File: config.mk
export PLATFORM = sky130hd
export DESIGN_NAME = intersection_ctrl_flat
export DESIGN_NICKNAME = d
export VERILOG_FILES = /design/src/rtl/intersection_pkg.sv /design/src/rtl/intersection_ctrl_if.sv /design/src/rtl/sec_tick_gen.sv /design/src/rtl/intersection_ctrl.sv /design/src/flat_wrapper.sv
export SDC_FILE = /design/constraint.sdc
export NUM_CORES = 1
export LEC_CHECK = 0
export ABC_AREA = 1
export CELL_PAD_IN_SITES_DETAIL_PLACEMENT = 0
export CELL_PAD_IN_SITES_GLOBAL_PLACEMENT = 1
export CORE_ASPECT_RATIO = 0.9
export CORE_MARGIN = 5
export CORE_UTILIZATION = 40
export DETAILED_ROUTE_END_ITERATION = 12
export GPL_ROUTABILITY_DRIVEN = 0
export PLACE_DENSITY = 0.8
export SKIP_CTS_REPAIR_TIMING = 1
export SLEW_MARGIN = 10
export SYNTH_ARGS = -nofsm -noshare
export SYNTH_HDL_FRONTEND = slang
export SYNTH_SLANG_ARGS = --single-unit
File: constraint.sdc
create_clock -name CLOCK_50 -period 2.4 [get_ports CLOCK_50]
set_input_delay 0.6 -clock CLOCK_50 [delete_from_list [all_inputs] [get_ports CLOCK_50]]
set_output_delay 0.6 -clock CLOCK_50 [all_outputs]
set_load 0.01 [all_outputs]
File: src/rtl/intersection_pkg.sv
`default_nettype none
// ============================================================================
//  Module   : intersection_pkg
//  Purpose  : Shared types and constants for the intersection light sequencer:
//             phase encoding, one-hot light codes and light decode helpers.
//  Revision : 1.0 - initial release
// ============================================================================
package intersection_pkg;

  // Default number of CLOCK_50 cycles per one-second tick.
  localparam int DEF_TICKS_PER_SEC = 50_000_000;

  // One-hot signal-head codes, {red, yellow, green}.
  localparam logic [2:0] RED = 3'b100;
  localparam logic [2:0] YEL = 3'b010;
  localparam logic [2:0] GRN = 3'b001;

  // Phase encoding (3-bit). Code 3'd7 is unused and recovers to ST_RED_INIT.
  typedef enum logic [2:0] {
    ST_RED_INIT  = 3'd0,
    ST_NS_GREEN  = 3'd1,
    ST_NS_YELLOW = 3'd2,
    ST_RED_NS2EW = 3'd3,
    ST_EW_GREEN  = 3'd4,
    ST_EW_YELLOW = 3'd5,
    ST_RED_EW2NS = 3'd6
  } state_t;

  // NS signal head for a given phase; red whenever NS does not own the road.
  function automatic logic [2:0] ns_light_of(input state_t s);
    case (s)
      ST_NS_GREEN:  return GRN;
      ST_NS_YELLOW: return YEL;
      default:      return RED;
    endcase
  endfunction

  // EW signal head for a given phase; red whenever EW does not own the road.
  function automatic logic [2:0] ew_light_of(input state_t s);
    case (s)
      ST_EW_GREEN:  return GRN;
      ST_EW_YELLOW: return YEL;
      default:      return RED;
    endcase
  endfunction

endpackage : intersection_pkg
`default_nettype wire

File: src/rtl/intersection_ctrl_if.sv
`default_nettype none
// ============================================================================
//  Module   : intersection_ctrl_if
//  Purpose  : Pedestrian request inputs and light/display outputs of the
//             intersection sequencer. The slave side is the controller.
//  Revision : 1.0 - initial release
// ============================================================================
interface intersection_ctrl_if;

  logic       ped_req_ns;
  logic       ped_req_ew;
  logic [2:0] ns_light;
  logic [2:0] ew_light;
  logic       walk_ns;
  logic       walk_ew;
  logic [3:0] sec_left;
  logic       sec_tick;

  // Environment side: raises requests, observes lights and display.
  modport master (
    output ped_req_ns, ped_req_ew,
    input  ns_light, ew_light, walk_ns, walk_ew, sec_left, sec_tick
  );

  // Controller side.
  modport slave (
    input  ped_req_ns, ped_req_ew,
    output ns_light, ew_light, walk_ns, walk_ew, sec_left, sec_tick
  );

endinterface : intersection_ctrl_if
`default_nettype wire

File: src/rtl/sec_tick_gen.sv
`default_nettype none
// ============================================================================
//  Module   : sec_tick_gen
//  Purpose  : Free-running prescaler 0..TICKS_PER_SEC-1 producing a one-cycle
//             pulse on the last count of every second.
//  Revision : 1.0 - initial release
// ============================================================================
module sec_tick_gen
  import intersection_pkg::*;
#(
  parameter int TICKS_PER_SEC = DEF_TICKS_PER_SEC
) (
  input  logic CLOCK_50,
  input  logic resetn,
  output logic sec_tick
);

  localparam int             CW     = (TICKS_PER_SEC > 1) ? $clog2(TICKS_PER_SEC) : 1;
  localparam logic [CW-1:0]  C_LAST = CW'(TICKS_PER_SEC - 1);

  logic [CW-1:0] r_count;

  // Prescaler counter: wraps to zero on the tick cycle.
  always_ff @(posedge CLOCK_50) begin
    if (!resetn) begin
      r_count <= '0;
    end else if (r_count == C_LAST) begin
      r_count <= '0;
    end else begin
      r_count <= r_count + 1'b1;
    end
  end

  // Tick is a pure decode of the count register, so it is glitch-free and
  // low straight out of reset.
  assign sec_tick = (r_count == C_LAST);

endmodule : sec_tick_gen
`default_nettype wire

File: src/rtl/intersection_ctrl.sv
`default_nettype none
// ============================================================================
//  Module   : intersection_ctrl
//  Purpose  : Four-way traffic-light sequencer. Steps NS/EW heads through
//             green -> yellow -> all-red, grants pedestrian walk intervals and
//             ends a green early for a pending cross-street request once the
//             minimum green has elapsed. Exposes seconds left for the display.
//  Revision : 1.0 - initial release
// ============================================================================
module intersection_ctrl
  import intersection_pkg::*;
#(
  parameter int TICKS_PER_SEC = DEF_TICKS_PER_SEC,
  parameter int GREEN_S       = 10,
  parameter int MIN_GREEN_S   = 4,
  parameter int YELLOW_S      = 3,
  parameter int ALL_RED_S     = 1,
  parameter int WALK_S        = 4
) (
  input  logic              CLOCK_50,
  input  logic              resetn,
  intersection_ctrl_if.slave bus
);

  // Refuse to build with durations that do not fit the 4-bit display digit
  // or that break the walk <= min-green <= green ordering.
  if (TICKS_PER_SEC < 1 ||
      GREEN_S < 1 || GREEN_S > 15 ||
      MIN_GREEN_S < 1 || MIN_GREEN_S > GREEN_S ||
      YELLOW_S < 1 || YELLOW_S > 15 ||
      ALL_RED_S < 1 || ALL_RED_S > 15 ||
      WALK_S < 1 || WALK_S > MIN_GREEN_S) begin : g_bad_params
    $fatal(1, "intersection_ctrl: illegal timing parameters");
  end

  localparam logic [3:0] C_GREEN   = 4'(GREEN_S);
  localparam logic [3:0] C_YELLOW  = 4'(YELLOW_S);
  localparam logic [3:0] C_ALL_RED = 4'(ALL_RED_S);
  localparam logic [4:0] C_ELAPSED_BASE = 5'(GREEN_S) + 5'd1;
  localparam logic [4:0] C_MIN_GREEN    = 5'(MIN_GREEN_S);
  localparam logic [4:0] C_WALK         = 5'(WALK_S);

  logic       w_sec_tick;

  state_t     r_state;
  logic [3:0] r_timer;
  logic       r_pend_ns;
  logic       r_pend_ew;
  logic       r_walk_en_ns;
  logic       r_walk_en_ew;
  logic [2:0] r_ns_light;
  logic [2:0] r_ew_light;
  logic       r_walk_ns;
  logic       r_walk_ew;

  state_t     w_state_nxt;
  logic [3:0] w_timer_nxt;
  logic       w_pend_ns_nxt;
  logic       w_pend_ew_nxt;
  logic       w_walk_en_ns_nxt;
  logic       w_walk_en_ew_nxt;
  logic [4:0] w_elapsed;
  logic [4:0] w_elapsed_nxt;
  logic       w_walk_ns_nxt;
  logic       w_walk_ew_nxt;

  sec_tick_gen #(
    .TICKS_PER_SEC (TICKS_PER_SEC)
  ) u_sec_tick_gen (
    .CLOCK_50 (CLOCK_50),
    .resetn   (resetn),
    .sec_tick (w_sec_tick)
  );

  // Seconds of green used so far, counting the current second. Only
  // meaningful in a green phase, where timer never exceeds GREEN_S.
  assign w_elapsed     = C_ELAPSED_BASE - {1'b0, r_timer};
  assign w_elapsed_nxt = C_ELAPSED_BASE - {1'b0, w_timer_nxt};

  // Next phase, timer and pedestrian bookkeeping for the coming edge.
  always_comb begin
    w_state_nxt      = r_state;
    w_timer_nxt      = r_timer;
    w_pend_ns_nxt    = r_pend_ns | bus.ped_req_ns;
    w_pend_ew_nxt    = r_pend_ew | bus.ped_req_ew;
    w_walk_en_ns_nxt = r_walk_en_ns;
    w_walk_en_ew_nxt = r_walk_en_ew;

    if (w_sec_tick) begin
      w_timer_nxt = r_timer - 4'd1;
      case (r_state)
        ST_RED_INIT, ST_RED_EW2NS: begin
          if (r_timer == 4'd1) begin
            w_state_nxt = ST_NS_GREEN;
            w_timer_nxt = C_GREEN;
          end
        end
        ST_NS_GREEN: begin
          if (r_timer == 4'd1 || (r_pend_ew && w_elapsed >= C_MIN_GREEN)) begin
            w_state_nxt = ST_NS_YELLOW;
            w_timer_nxt = C_YELLOW;
          end
        end
        ST_NS_YELLOW: begin
          if (r_timer == 4'd1) begin
            w_state_nxt = ST_RED_NS2EW;
            w_timer_nxt = C_ALL_RED;
          end
        end
        ST_RED_NS2EW: begin
          if (r_timer == 4'd1) begin
            w_state_nxt = ST_EW_GREEN;
            w_timer_nxt = C_GREEN;
          end
        end
        ST_EW_GREEN: begin
          if (r_timer == 4'd1 || (r_pend_ns && w_elapsed >= C_MIN_GREEN)) begin
            w_state_nxt = ST_EW_YELLOW;
            w_timer_nxt = C_YELLOW;
          end
        end
        ST_EW_YELLOW: begin
          if (r_timer == 4'd1) begin
            w_state_nxt = ST_RED_EW2NS;
            w_timer_nxt = C_ALL_RED;
          end
        end
        default: begin
          w_state_nxt = ST_RED_INIT;
          w_timer_nxt = C_ALL_RED;
        end
      endcase
    end

    // Entering a green serves whatever was pending plus a same-cycle request;
    // requests made later in that green wait for the next one.
    if (w_state_nxt == ST_NS_GREEN && r_state != ST_NS_GREEN) begin
      w_pend_ns_nxt    = 1'b0;
      w_walk_en_ns_nxt = r_pend_ns | bus.ped_req_ns;
    end
    if (w_state_nxt == ST_EW_GREEN && r_state != ST_EW_GREEN) begin
      w_pend_ew_nxt    = 1'b0;
      w_walk_en_ew_nxt = r_pend_ew | bus.ped_req_ew;
    end
  end

  // Walk is shown only during the opening WALK_S seconds of its green.
  assign w_walk_ns_nxt = (w_state_nxt == ST_NS_GREEN) && w_walk_en_ns_nxt &&
                         (w_elapsed_nxt <= C_WALK);
  assign w_walk_ew_nxt = (w_state_nxt == ST_EW_GREEN) && w_walk_en_ew_nxt &&
                         (w_elapsed_nxt <= C_WALK);

  // Phase register with outputs registered from the next-phase values, so
  // the heads follow the phase without an extra cycle of latency.
  always_ff @(posedge CLOCK_50) begin
    if (!resetn) begin
      r_state      <= ST_RED_INIT;
      r_timer      <= C_ALL_RED;
      r_pend_ns    <= 1'b0;
      r_pend_ew    <= 1'b0;
      r_walk_en_ns <= 1'b0;
      r_walk_en_ew <= 1'b0;
      r_ns_light   <= RED;
      r_ew_light   <= RED;
      r_walk_ns    <= 1'b0;
      r_walk_ew    <= 1'b0;
    end else begin
      r_state      <= w_state_nxt;
      r_timer      <= w_timer_nxt;
      r_pend_ns    <= w_pend_ns_nxt;
      r_pend_ew    <= w_pend_ew_nxt;
      r_walk_en_ns <= w_walk_en_ns_nxt;
      r_walk_en_ew <= w_walk_en_ew_nxt;
      r_ns_light   <= ns_light_of(w_state_nxt);
      r_ew_light   <= ew_light_of(w_state_nxt);
      r_walk_ns    <= w_walk_ns_nxt;
      r_walk_ew    <= w_walk_ew_nxt;
    end
  end

  assign bus.ns_light = r_ns_light;
  assign bus.ew_light = r_ew_light;
  assign bus.walk_ns  = r_walk_ns;
  assign bus.walk_ew  = r_walk_ew;
  assign bus.sec_left = r_timer;
  assign bus.sec_tick = w_sec_tick;

endmodule : intersection_ctrl
`default_nettype wire

File: src/flat_wrapper.sv
// flat-port wrapper written by rule: the top's interface ports become plain ports
module intersection_ctrl_flat import intersection_pkg::*;
#(
  parameter int TICKS_PER_SEC = DEF_TICKS_PER_SEC,
  parameter int GREEN_S       = 10,
  parameter int MIN_GREEN_S   = 4,
  parameter int YELLOW_S      = 3,
  parameter int ALL_RED_S     = 1,
  parameter int WALK_S        = 4
)
  (CLOCK_50, resetn, bus_ped_req_ns, bus_ped_req_ew, bus_ns_light, bus_ew_light, bus_walk_ns, bus_walk_ew, bus_sec_left, bus_sec_tick);
  intersection_ctrl_if bus_i ();
  input  logic CLOCK_50;
  input  logic resetn;
  input wire logic [$bits(bus_i.ped_req_ns)-1:0] bus_ped_req_ns;
  input wire logic [$bits(bus_i.ped_req_ew)-1:0] bus_ped_req_ew;
  output wire logic [$bits(bus_i.ns_light)-1:0] bus_ns_light;
  output wire logic [$bits(bus_i.ew_light)-1:0] bus_ew_light;
  output wire logic [$bits(bus_i.walk_ns)-1:0] bus_walk_ns;
  output wire logic [$bits(bus_i.walk_ew)-1:0] bus_walk_ew;
  output wire logic [$bits(bus_i.sec_left)-1:0] bus_sec_left;
  output wire logic [$bits(bus_i.sec_tick)-1:0] bus_sec_tick;
  assign bus_i.ped_req_ns = bus_ped_req_ns;
  assign bus_i.ped_req_ew = bus_ped_req_ew;
  assign bus_ns_light = bus_i.ns_light;
  assign bus_ew_light = bus_i.ew_light;
  assign bus_walk_ns = bus_i.walk_ns;
  assign bus_walk_ew = bus_i.walk_ew;
  assign bus_sec_left = bus_i.sec_left;
  assign bus_sec_tick = bus_i.sec_tick;
  intersection_ctrl #(.TICKS_PER_SEC(TICKS_PER_SEC), .GREEN_S(GREEN_S), .MIN_GREEN_S(MIN_GREEN_S), .YELLOW_S(YELLOW_S), .ALL_RED_S(ALL_RED_S), .WALK_S(WALK_S)) u_core (.CLOCK_50(CLOCK_50), .resetn(resetn), .bus(bus_i));
endmodule
==> Yosys cells after proc, flatten, opt, wreduce, memory -nomap -nowiden <==
Cells that the tools add are included.
{ "classes": {"reduce_logical": 17, "eq_ne": 14, "mux": 18, "bitwise_logic": 3, "order_cmp": 2, "add_sub_neg": 4} }
{ "ops": {"columns": ["operator", "n"], "rows": [
  ["adder 26 x 1 -> 26 bit, second input constant", 1],
  ["equality test 26 bit, second input constant", 1],
  ["two-way mux 3 bit", 7],
  ["two-way mux 4 bit", 5],
  ["one-hot mux 3 bit (6 select lines)", 1],
  ["one-hot mux 4 bit (4 select lines)", 1],
  ["equality test 3 bit, second input constant", 5],
  ["one-hot mux 3 bit (2 select lines)", 2],
  ["OR reduction 2 bit", 5],
  ["subtractor 4 x 4 -> 5 bit, first input constant", 2],
  ["equality test 3 x 2 -> 1 bit, second input constant", 3],
  ["logical AND 1 bit", 8],
  ["equality test 3 x 1 -> 1 bit, second input constant", 2],
  [">= comparator 5 x 3 -> 1 bit, second input constant", 1],
  ["<= comparator 5 x 3 -> 1 bit, second input constant", 1],
  ["equality test 4 x 1 -> 1 bit, second input constant", 1],
  ["subtractor 4 x 1 -> 4 bit, second input constant", 1],
  ["zero test 3 bit", 1],
  ["inequality test 3 x 1 -> 1 bit, second input constant", 1],
  ["inequality test 3 bit, second input constant", 1],
  ["OR reduction 3 bit", 1],
  ["logical OR 1 bit", 2],
  ["two-way mux 1 bit", 2],
  ["OR 1 bit", 2],
  ["NOT 1 bit", 1]
]} }
{ "word_totals": {"wordCells": 69, "register_bits": 45, "out_inout_bits": 13, "in_bits": 4} }

==> Depth between registers and ports, before layout <==
Gate-level depths: netlist of the first run.
{ "logic_depth": {"depth_word": 12, "ltp_mapped": 15, "depth_no_buf": 15} }

==> By module <==
From an unflattened synthesis of the first run, not the netlist that was laid out.
{ "unflattened": {"hier_cells": 407, "hier_area_um2": 2642.5} }
{ "modules_own_cells": {"columns": ["mod", "cells_per_inst", "seq_area_each_um2", "instances", "area_each_um2"], "rows": [
  ["sec_tick_gen", 212, 520.5, 1, 1396.3],
  ["intersection_ctrl", 195, 380.4, 1, 1246.2]
]} }

==> Worst setup path after synthesis of the first run <==
Ideal clock, no wire load.
{ "synth_path": {"path_kind": "register -> register", "from": "register u_core.r_timer[1] (netlist: u_core.bus.sec_left[1])", "to": "register u_core.r_walk_en_ns", "required_ns": 2.277, "path_slack_ns": 0.645, "synth_period_minus_slack_ns": 1.755, "path_buffers": 1, "setup_time_ns": 0.123, "arrival_time_ns": 1.633, "path_stages_with_launch": 16, "path_cell_list": "dfxtp_1 -> inv_1 -> ha_1 -> nand3_4 -> buf_6 -> nand2_1 -> nand2_1 -> nand2_1 -> nand2_1 -> nand2_1 -> nand2_2 -> nand2_1 -> nor2_1 -> nand3_1 -> nand2_1 -> nor2_1"} }
{ "synth_between": {"elab_chain_len": 10, "elab_cells_between_ends": 18, "cone_classes": "add/sub: 1; order compare: 1; eq/ne: 2; mux: 9; reduce/logical: 5"} }
{ "synth_lines": {"columns": ["item", "line_no", "rtl"], "rows": [
  ["from (decl)", "intersection_ctrl.sv:46", "logic [3:0] r_timer;"],
  ["from (signal assigned)", "intersection_ctrl.sv:169", "r_timer <= w_timer_nxt;"],
  ["subtractor 4 x 4 -> 5 bit", "intersection_ctrl.sv:77", "assign w_elapsed = C_ELAPSED_BASE - {1'b0, r_timer};"],
  [">= comparator 5 x 3 -> 1 bit", "intersection_ctrl.sv:99, intersection_ctrl.sv:117", null],
  ["logical AND 1 bit (on tied branches)", "intersection_ctrl.sv:117, intersection_ctrl.sv:99", null],
  ["logical OR 1 bit (on tied branches)", "intersection_ctrl.sv:117, intersection_ctrl.sv:99", null],
  ["two-way mux 3 bit (on tied branches)", "intersection_ctrl.sv:117, intersection_ctrl.sv:99", null],
  ["one-hot mux 3 bit (6 select lines) *", "intersection_ctrl.sv:91", "case (r_state)"],
  ["two-way mux 3 bit *", "intersection_ctrl.sv:89", "if (w_sec_tick) begin"],
  ["equality test 3 x 1 -> 1 bit *", "intersection_ctrl.sv:137", "if (w_state_nxt == ST_NS_GREEN && r_state != ST_NS_GREEN) begin"],
  ["logical AND 1 bit *", "intersection_ctrl.sv:137", null],
  ["two-way mux 1 bit *", "intersection_ctrl.sv:137", null],
  ["to (signal assigned)", "intersection_ctrl.sv:172", "r_walk_en_ns <= w_walk_en_ns_nxt;"],
  ["to (decl)", "intersection_ctrl.sv:49", "logic r_walk_en_ns;"]
]} }
Mark *: on every way between the ends. The rest lies on a longest branch, timed or not.
A chain may end at the register's enable or synchronous reset.

==> Worst setup path in the final report of the first run <==
{ "layout_path": {"from": "register u_core.u_sec_tick_gen.r_count[0]", "to": "output port bus_sec_tick"} }
{ "layout_between": {"elab_chain_len": 1} }
{ "layout_lines": {"columns": ["item", "line_no", "rtl"], "rows": [
  ["from (decl)", "sec_tick_gen.sv:21", "logic [CW-1:0] r_count;"],
  ["from (signal assigned)", "sec_tick_gen.sv:30", "r_count <= r_count + 1'b1;"],
  ["equality test 26 bit", "sec_tick_gen.sv:36", "assign sec_tick = (r_count == C_LAST);"],
  ["to (decl)", "flat_wrapper.sv:22", "output wire logic [$bits(bus_i.sec_tick)-1:0] bus_sec_tick;"]
]} }
Every way passes these cells.

==> metrics.md, run 1 <==
| Metric | Value |
|---|---|
| Num CTS Buffers | 5 |
| DRT Pass-1 Iters | 5 |
| Seq pwr share | 54.5% |
| Relative slew slack | 63.24% |
| Wire per inst | 11.62 um |
| Post-synth EDFFs | 0 |
| Critical R2R Capture | u_core.u_sec_tick_gen.r_count[24] |
| Flop2flop setup slack | 0.29 ns |
| Area contributors post-synth | dfxtp_1 (34%), nand2_1 (15%), nor2_1 (8.7%) |
| Cell variety after synth | 38 |
| VDD IR max | 0.0002680 V |
| Type of the worst setup path | reg2out |
| Share of layout cells above drive strength 1 | 15.06% |
| Worst path max stage delay | 0.35 ns |
| Syn Nets | 407 |
| Total track usage | 15.76% |
| Initial antenna violation count | 0 |
| Setup-failing EPs final | 0 |
| Final Non-Filler Cells | 515 |
| Logic pwr share | 2.7% |
| Via density | 4.650 |
| Wire length after detailed routing | 5983 um |
| I/O Buffers | 16 |
| CTS tree | yes |
| Die area | 0.008404 mm^2 |
| Tightest Pin Transition | 0.5508 ns |
| FMAX | 465.8 MHz |
| Hold Startpoint | u_core.u_sec_tick_gen.r_count[0] |
| Syn Area/Cell | 6.669 um^2 |
| Worst Skew | 0.005520 ns |
| Synth Register Bits | 45 |
| Clock slew at reported path FFs | 0.08 ns |
| Vias | 2395 |
| Crit path cell chain | ha_1 -> nand2_2 -> nor2_8 -> nand2_1 -> nor2_2 -> nand3_2 -> inv_1 -> dlymetal6s2s_1 |
| Sw Ratio | 20.39% |
| Outcome | finished clean |
| Min-Delay Path Class | reg2reg |
| Period utilization | 89.45% |
| Final Hold Fails | 0 |
| P_leak | 1.311 nW |
| Die X | 96.08 um |
| Max-Cap Viols | 0 |
| First-pass GRT wire length | 10380 um |
| Pint | 1.106 mW |
| Worst Hold Depth | 1 |
| Share of the synthesized area in the top cell type | 33.77% |
| Clk buf depth | 2 |
| Synth warn | 0 |
| CP startpoint kind | flop |
| CP arrival | 1.55 ns |
| Post-synth ARST share | 0% |
| Worst hold endpoint | u_core.u_sec_tick_gen.r_count[0] |
| # rows | 28 |
| Layout area overhead | 14.49% |
| Remaining global-route overflow | 0 |
| CP delay by family, top | simple AND/OR/NAND/NOR gates |
| Worst hold slack | 0.4497 ns |
| Crit path time final | 2.147 ns |
| RSZ-0062 raised after global routing | no |
| Cell Area, Synth | 0.002668 mm^2 |
| Slowest-stage cell, CP | dfxtp_1 |
| Detailed Route Iter0 Violations | 157 |
| R2R cell count | 10 |
| Final ANT Viol Nets | 0 |
| Final Worst Setup Slack | 0.2532 ns |
| Synth Instances | 400 |
| Ys flop type | dfxtp_1 |
| Worst-Skew Late Latency | 0.30 ns |
| Die H | 87.47 um |
| Clock root buffer | clkbuf_8 |
| Largest net degree at the start of global routing | 17 |
| Critical Path Fanout Max | 3 |
| Setup TNS | 0 ns |
| DRC | 0 |
| Initial Util | 40.72% |
| Clock share of power | 42.9% |
| Place WS | 0.1948 ns |
| Clk sinks | 45 |
| Total placed cells including tap cells | 507 |
| Worst r2r src | u_core.u_sec_tick_gen.r_count[0] |
| Ant. Diodes | 0 |
| CP Data Required Time | 1.80 ns |
| Register area share after synthesis | 33.77% |
| CP Capture Type | primary output |
| Pins over their slew limit | 0 |
| Core box area | 0.006551 mm^2 |
| Vias in the first global route | 2151 |
| Switching pwr | 283.2 uW |
| Post-DP HPWL | 4714 um |
| I/O pin count | 17 |
| Nets | 431 |
| WP buf/inv | 2 |
| Post-synth top area cell | dfxtp_1 |
| H-tree levels | 2 |
| Pwr/cell area | 454.9 mW/mm^2 |
-- per-stage QoR --
step,cell area [um^2],power (mW),utilization (%)
finish,3054,1.389,46.62
global route,3054,1.453,46.62
CTS,3052,1.410,46.58
detailed placement,2935,0.8119,44.81
global placement,2935,0.8111,44.81
floorplan,2668,0.7974,-
-- placed cells by master (no fill, tap or decap), types with 2 or more instances in the layout --
master and instances:
nor2_4 5, clkdlybuf4s50_1 15, clkbuf_8 6, a21oi_1 16
inv_1 43, buf_4 7, nor2_1 62, inv_2 6
nor3b_1 4, nand2_2 14, nand4_1 8, nor2_2 10
nor3_4 2, o21ai_0 10, nand3_2 5, nor3_1 10
or2_2 2, nand2_1 104, ha_1 3, xnor2_1 2
dfxtp_1 45, nand3_1 27
-- power by group through the flow --
stage / combinational [mW] / sequential (mW) / clock [mW]
CTS: 0.0375 / 0.757 / 0.615
global placement: 0.0369 / 0.774 / 0
floorplan: 0.0239 / 0.773 / 0
finish: 0.0371 / 0.757 / 0.596
global route: 0.0428 / 0.758 / 0.653
detailed placement: 0.0372 / 0.775 / 0
-- per-layer routing --
layer / up-vias / global-route usage [%] / share of wire (%)
li1: 1316 / - / -
met1: 1044 / 25.01 / 56
met2: 30 / 21.00 / 39
met3: 5 / 2.593 / 3.3
met4: 0 / 5.039 / 1.5
met5: - / 0 / 0
-- cells in the mapped netlist (2+ instances only) --
master   number
nor3_1       10
nand3_2       5
nand3_1      27
nor2_4        5
a21oi_1      16
inv_2         6
o21ai_0      10
nor3b_1       4
nand2_1     104
nand2_2      14
dfxtp_1      45
or2_2         2
buf_6         4
inv_1        43
nor2_1       62
nor3_4        2
nand4_1       8
xnor2_1       2
ha_1          3
nor2_2       10
-- kinds of logic after synthesis --
family	synth area share, %
AND/OR/NAND/NOR	48.03
flip-flops	33.77
adder cells (fa/ha/maj)	1.407
buffers and inverters	9.615
AO/OA/AOI/OAI	6.192
XOR/XNOR	0.9852
-- worst register-to-register path: cells and delay by family, from the launching register on --
family	cells	cell delay, ns
adder cells (fa/ha/maj)	1	0.18
buffers and inverters	1	0.15
flip-flops	1	0.35
AND/OR/NAND/NOR	8	1.31
-- sequential cells by signal, indices dropped and copies added (netlist names) --
register and cells:
u_core.r_state 3, u_core.bus.ns_light 3, u_core.r_pend_ew 1, u_core.u_sec_tick_gen.r_count 26, u_core.bus.walk_ew 1, u_core.r_walk_en_ew 1, u_core.bus.ew_light 3, u_core.r_pend_ns 1
u_core.bus.sec_left 4, u_core.r_walk_en_ns 1, u_core.bus.walk_ns 1
-- cell type report --
cell class,instances,area (um^2)
fill,692,3497
multi-input combinational,297,1510
sequential,45,900.9
timing repair buffer,23,215.2
inverter,52,198.9
tap,90,112.6
clock buffer,7,86.33
clock inverter,1,30.03
-- how the worst max path moves through the flow --
stage | slack [ns] | from | endpoint | cells past startpoint
after floorplan | 0.64 | u_core.bus.sec_left[1] | u_core.r_walk_en_ns | 15
after global placement | 0.22 | u_core.u_sec_tick_gen.r_count[0] | bus_sec_tick | 8
after detailed placement | 0.19 | u_core.u_sec_tick_gen.r_count[0] | bus_sec_tick | 8
after CTS | -0.14 | u_core.u_sec_tick_gen.r_count[0] | bus_sec_tick | 8
after global routing | 0.04 | u_core.u_sec_tick_gen.r_count[0] | u_core.u_sec_tick_gen.r_count[24] | 10
final | 0.25 | u_core.u_sec_tick_gen.r_count[0] | bus_sec_tick | 8
(Power assumes the default switching activity.)
==> inputs of run 2 (changes only) <==
--- a/config.mk
+++ b/config.mk
@@ -10,10 +10,10 @@
 export CELL_PAD_IN_SITES_GLOBAL_PLACEMENT = 1
 export CORE_ASPECT_RATIO = 0.9
 export CORE_MARGIN = 5
-export CORE_UTILIZATION = 40
+export CORE_UTILIZATION = 42
 export DETAILED_ROUTE_END_ITERATION = 12
 export GPL_ROUTABILITY_DRIVEN = 0
-export PLACE_DENSITY = 0.8
+export PLACE_DENSITY = 0.79
 export SKIP_CTS_REPAIR_TIMING = 1
 export SLEW_MARGIN = 10
 export SYNTH_ARGS = -nofsm -noshare
==> constraint.sdc (replaced) <==
create_clock -name CLOCK_50 -period 2.4 [get_ports CLOCK_50]
set_input_delay 0.6 -clock CLOCK_50 [delete_from_list [all_inputs] [get_ports CLOCK_50]]
set_output_delay 0.6 -clock CLOCK_50 [all_outputs]
set_load 0.02 [all_outputs]
==> metrics.md, run 2 (synthesis results as in run 1) <==
| Metric | Value |
|---|---|
| Final Util | 50.00% |
| Commonest non-fill, non-tap cells in the layout | nand2_1 (104), nor2_1 (62), dfxtp_1 (45) |
| Pins over their slew limit | 0 |
| CP arrival | 1.57 ns |
| Layout area overhead | 15.24% |
| Remaining global-route overflow | 0 |
| Vias in the first global route | 2315 |
| Outcome | finished clean |
| Die H | 85.61 um |
| Ant. Diodes | 0 |
| Crit path cell chain | ha_1 -> nand2_2 -> nor2_8 -> nand2_1 -> nor2_2 -> nand3_2 -> inv_1 -> dlymetal6s2s_1 |
| Fillcell total | 674 |
| Worst Skew | 0.006631 ns |
| Tightest Pin Transition | 0.5600 ns |
| I/O Buffers | 16 |
| Clk buf depth | 2 |
| First-pass GRT wire length | 10690 um |
| Clock root buffer | clkbuf_8 |
| Critical Path Fanout Max | 3 |
| CP startpoint kind | flop |
| VDD IR max | 0.0003353 V |
| Initial antenna violation count | 0 |
| # rows | 27 |
| Via density | 4.722 |
| Type of the worst setup path | reg2out |
| Initial Util | 43.39% |
| Die X | 94.01 um |
| Setup-failing EPs final | 0 |
| CP Data Required Time | 1.80 ns |
| Final Hold Fails | 0 |
| Die area | 0.008047 mm^2 |
| CP delay by family, top | simple AND/OR/NAND/NOR gates |
| Largest net degree at the start of global routing | 17 |
| Pwr/cell area | 454.2 mW/mm^2 |
| Slowest-stage cell, CP | dfxtp_1 |
| I/O pin count | 17 |
| Nets | 434 |
| Clock slew at reported path FFs | 0.09 ns |
| WP buf/inv | 2 |
| CP Capture Type | primary output |
| Period utilization | 90.38% |
| CTS tree | yes |
| Core box area | 0.006148 mm^2 |
| Worst hold slack | 0.4537 ns |
| FMAX | 461.0 MHz |
| Crit path time final | 2.169 ns |
| Wire per inst | 12.02 um |
| RSZ-0062 raised after global routing | no |
| Detailed Route Iter0 Violations | 126 |
| Worst path max stage delay | 0.36 ns |
| Total track usage | 16.36% |
| Relative slew slack | 62.63% |
| Commonest non-fill, non-tap cell in the layout | nand2_1 |
| Share of layout cells above drive strength 1 | 15.89% |
| Vias | 2432 |
| Num CTS Buffers | 5 |
| Min-Delay Path Class | reg2reg |
| Max-Cap Viols | 0 |
| P_leak | 1.324 nW |
| Max FFs per register | 26 |
| Largest reg by FF count | u_core.u_sec_tick_gen.r_count |
| DRC | 0 |
| Clk sinks | 45 |
| Final ANT Viol Nets | 0 |
| H-tree levels | 2 |
| DRT Pass-1 Iters | 4 |
| Wire length after detailed routing | 6188 um |
| Worst-Skew Late Latency | 0.30 ns |
| Post-DP HPWL | 4886 um |
run 2: cell count changes in the layout (fill, tap and decap cells not counted):
cell,previous run,this run
clkbuf_1,1,0
buf_4,7,10
inv_8,0,1
clkbuf_8,6,5
clkinvlp_4,0,1
run 2: layer usage:
layer	global-route usage [%]	routed length [um]
met1	24.51	3469
met2	24.11	2513
met3	3.421	148
met4	3.281	57
met5	0	0
run 2: per-stage QoR:
step | total power, mW | setup slack, ns | setup TNS [ns] | cell area [um^2] | std cells
floorplan | 0.7974 | 0.5525 | 0 | 2668 | 400
global placement | 0.8119 | 0.1731 | 0 | 2954 | 507
detailed placement | 0.8126 | 0.1489 | 0 | 2954 | 507
CTS | 1.424 | -0.1918 | -0.1918 | 3072 | 515
global route | 1.463 | 0.06136 | 0 | 3074 | 515
finish | 1.396 | 0.2309 | 0 | 3074 | 515
run 2: layout make-up:
cell class / count / area (um^2) / area share [%]
multi-input cells: 297 / 1510 / 49.12
flip-flops and latches: 45 / 900.9 / 29.30
repair buffers: 26 / 237.7 / 7.733
inverters: 52 / 198.9 / 6.471
well taps: 87 / 108.9 / 3.541
clock buffers: 5 / 68.82 / 2.239
clock inverters: 3 / 48.80 / 1.587
run 2: worst paths after layout:
| check | startpoint | end | slack (ns) | depth (start not counted) |
|---|---|---|---|---|
| max | u_core.u_sec_tick_gen.r_count[0] | bus_sec_tick | 0.23 | 8 |
| min | u_core.u_sec_tick_gen.r_count[0] | u_core.u_sec_tick_gen.r_count[0] | 0.45 | 1 |
| max reg2reg | u_core.u_sec_tick_gen.r_count[0] | u_core.u_sec_tick_gen.r_count[24] | 0.30 | 10 |
| min reg2reg | u_core.u_sec_tick_gen.r_count[0] | u_core.u_sec_tick_gen.r_count[0] | 0.45 | 1 |
run 2: power by group:
part           total, mW  switching (mW)  leakage, nW  internal (mW)
clock              0.601           0.284       0.0563          0.318
combinational     0.0376          0.0235        0.904         0.0141
sequential         0.757         0.00458        0.364          0.753
total               1.40           0.312         1.32           1.08
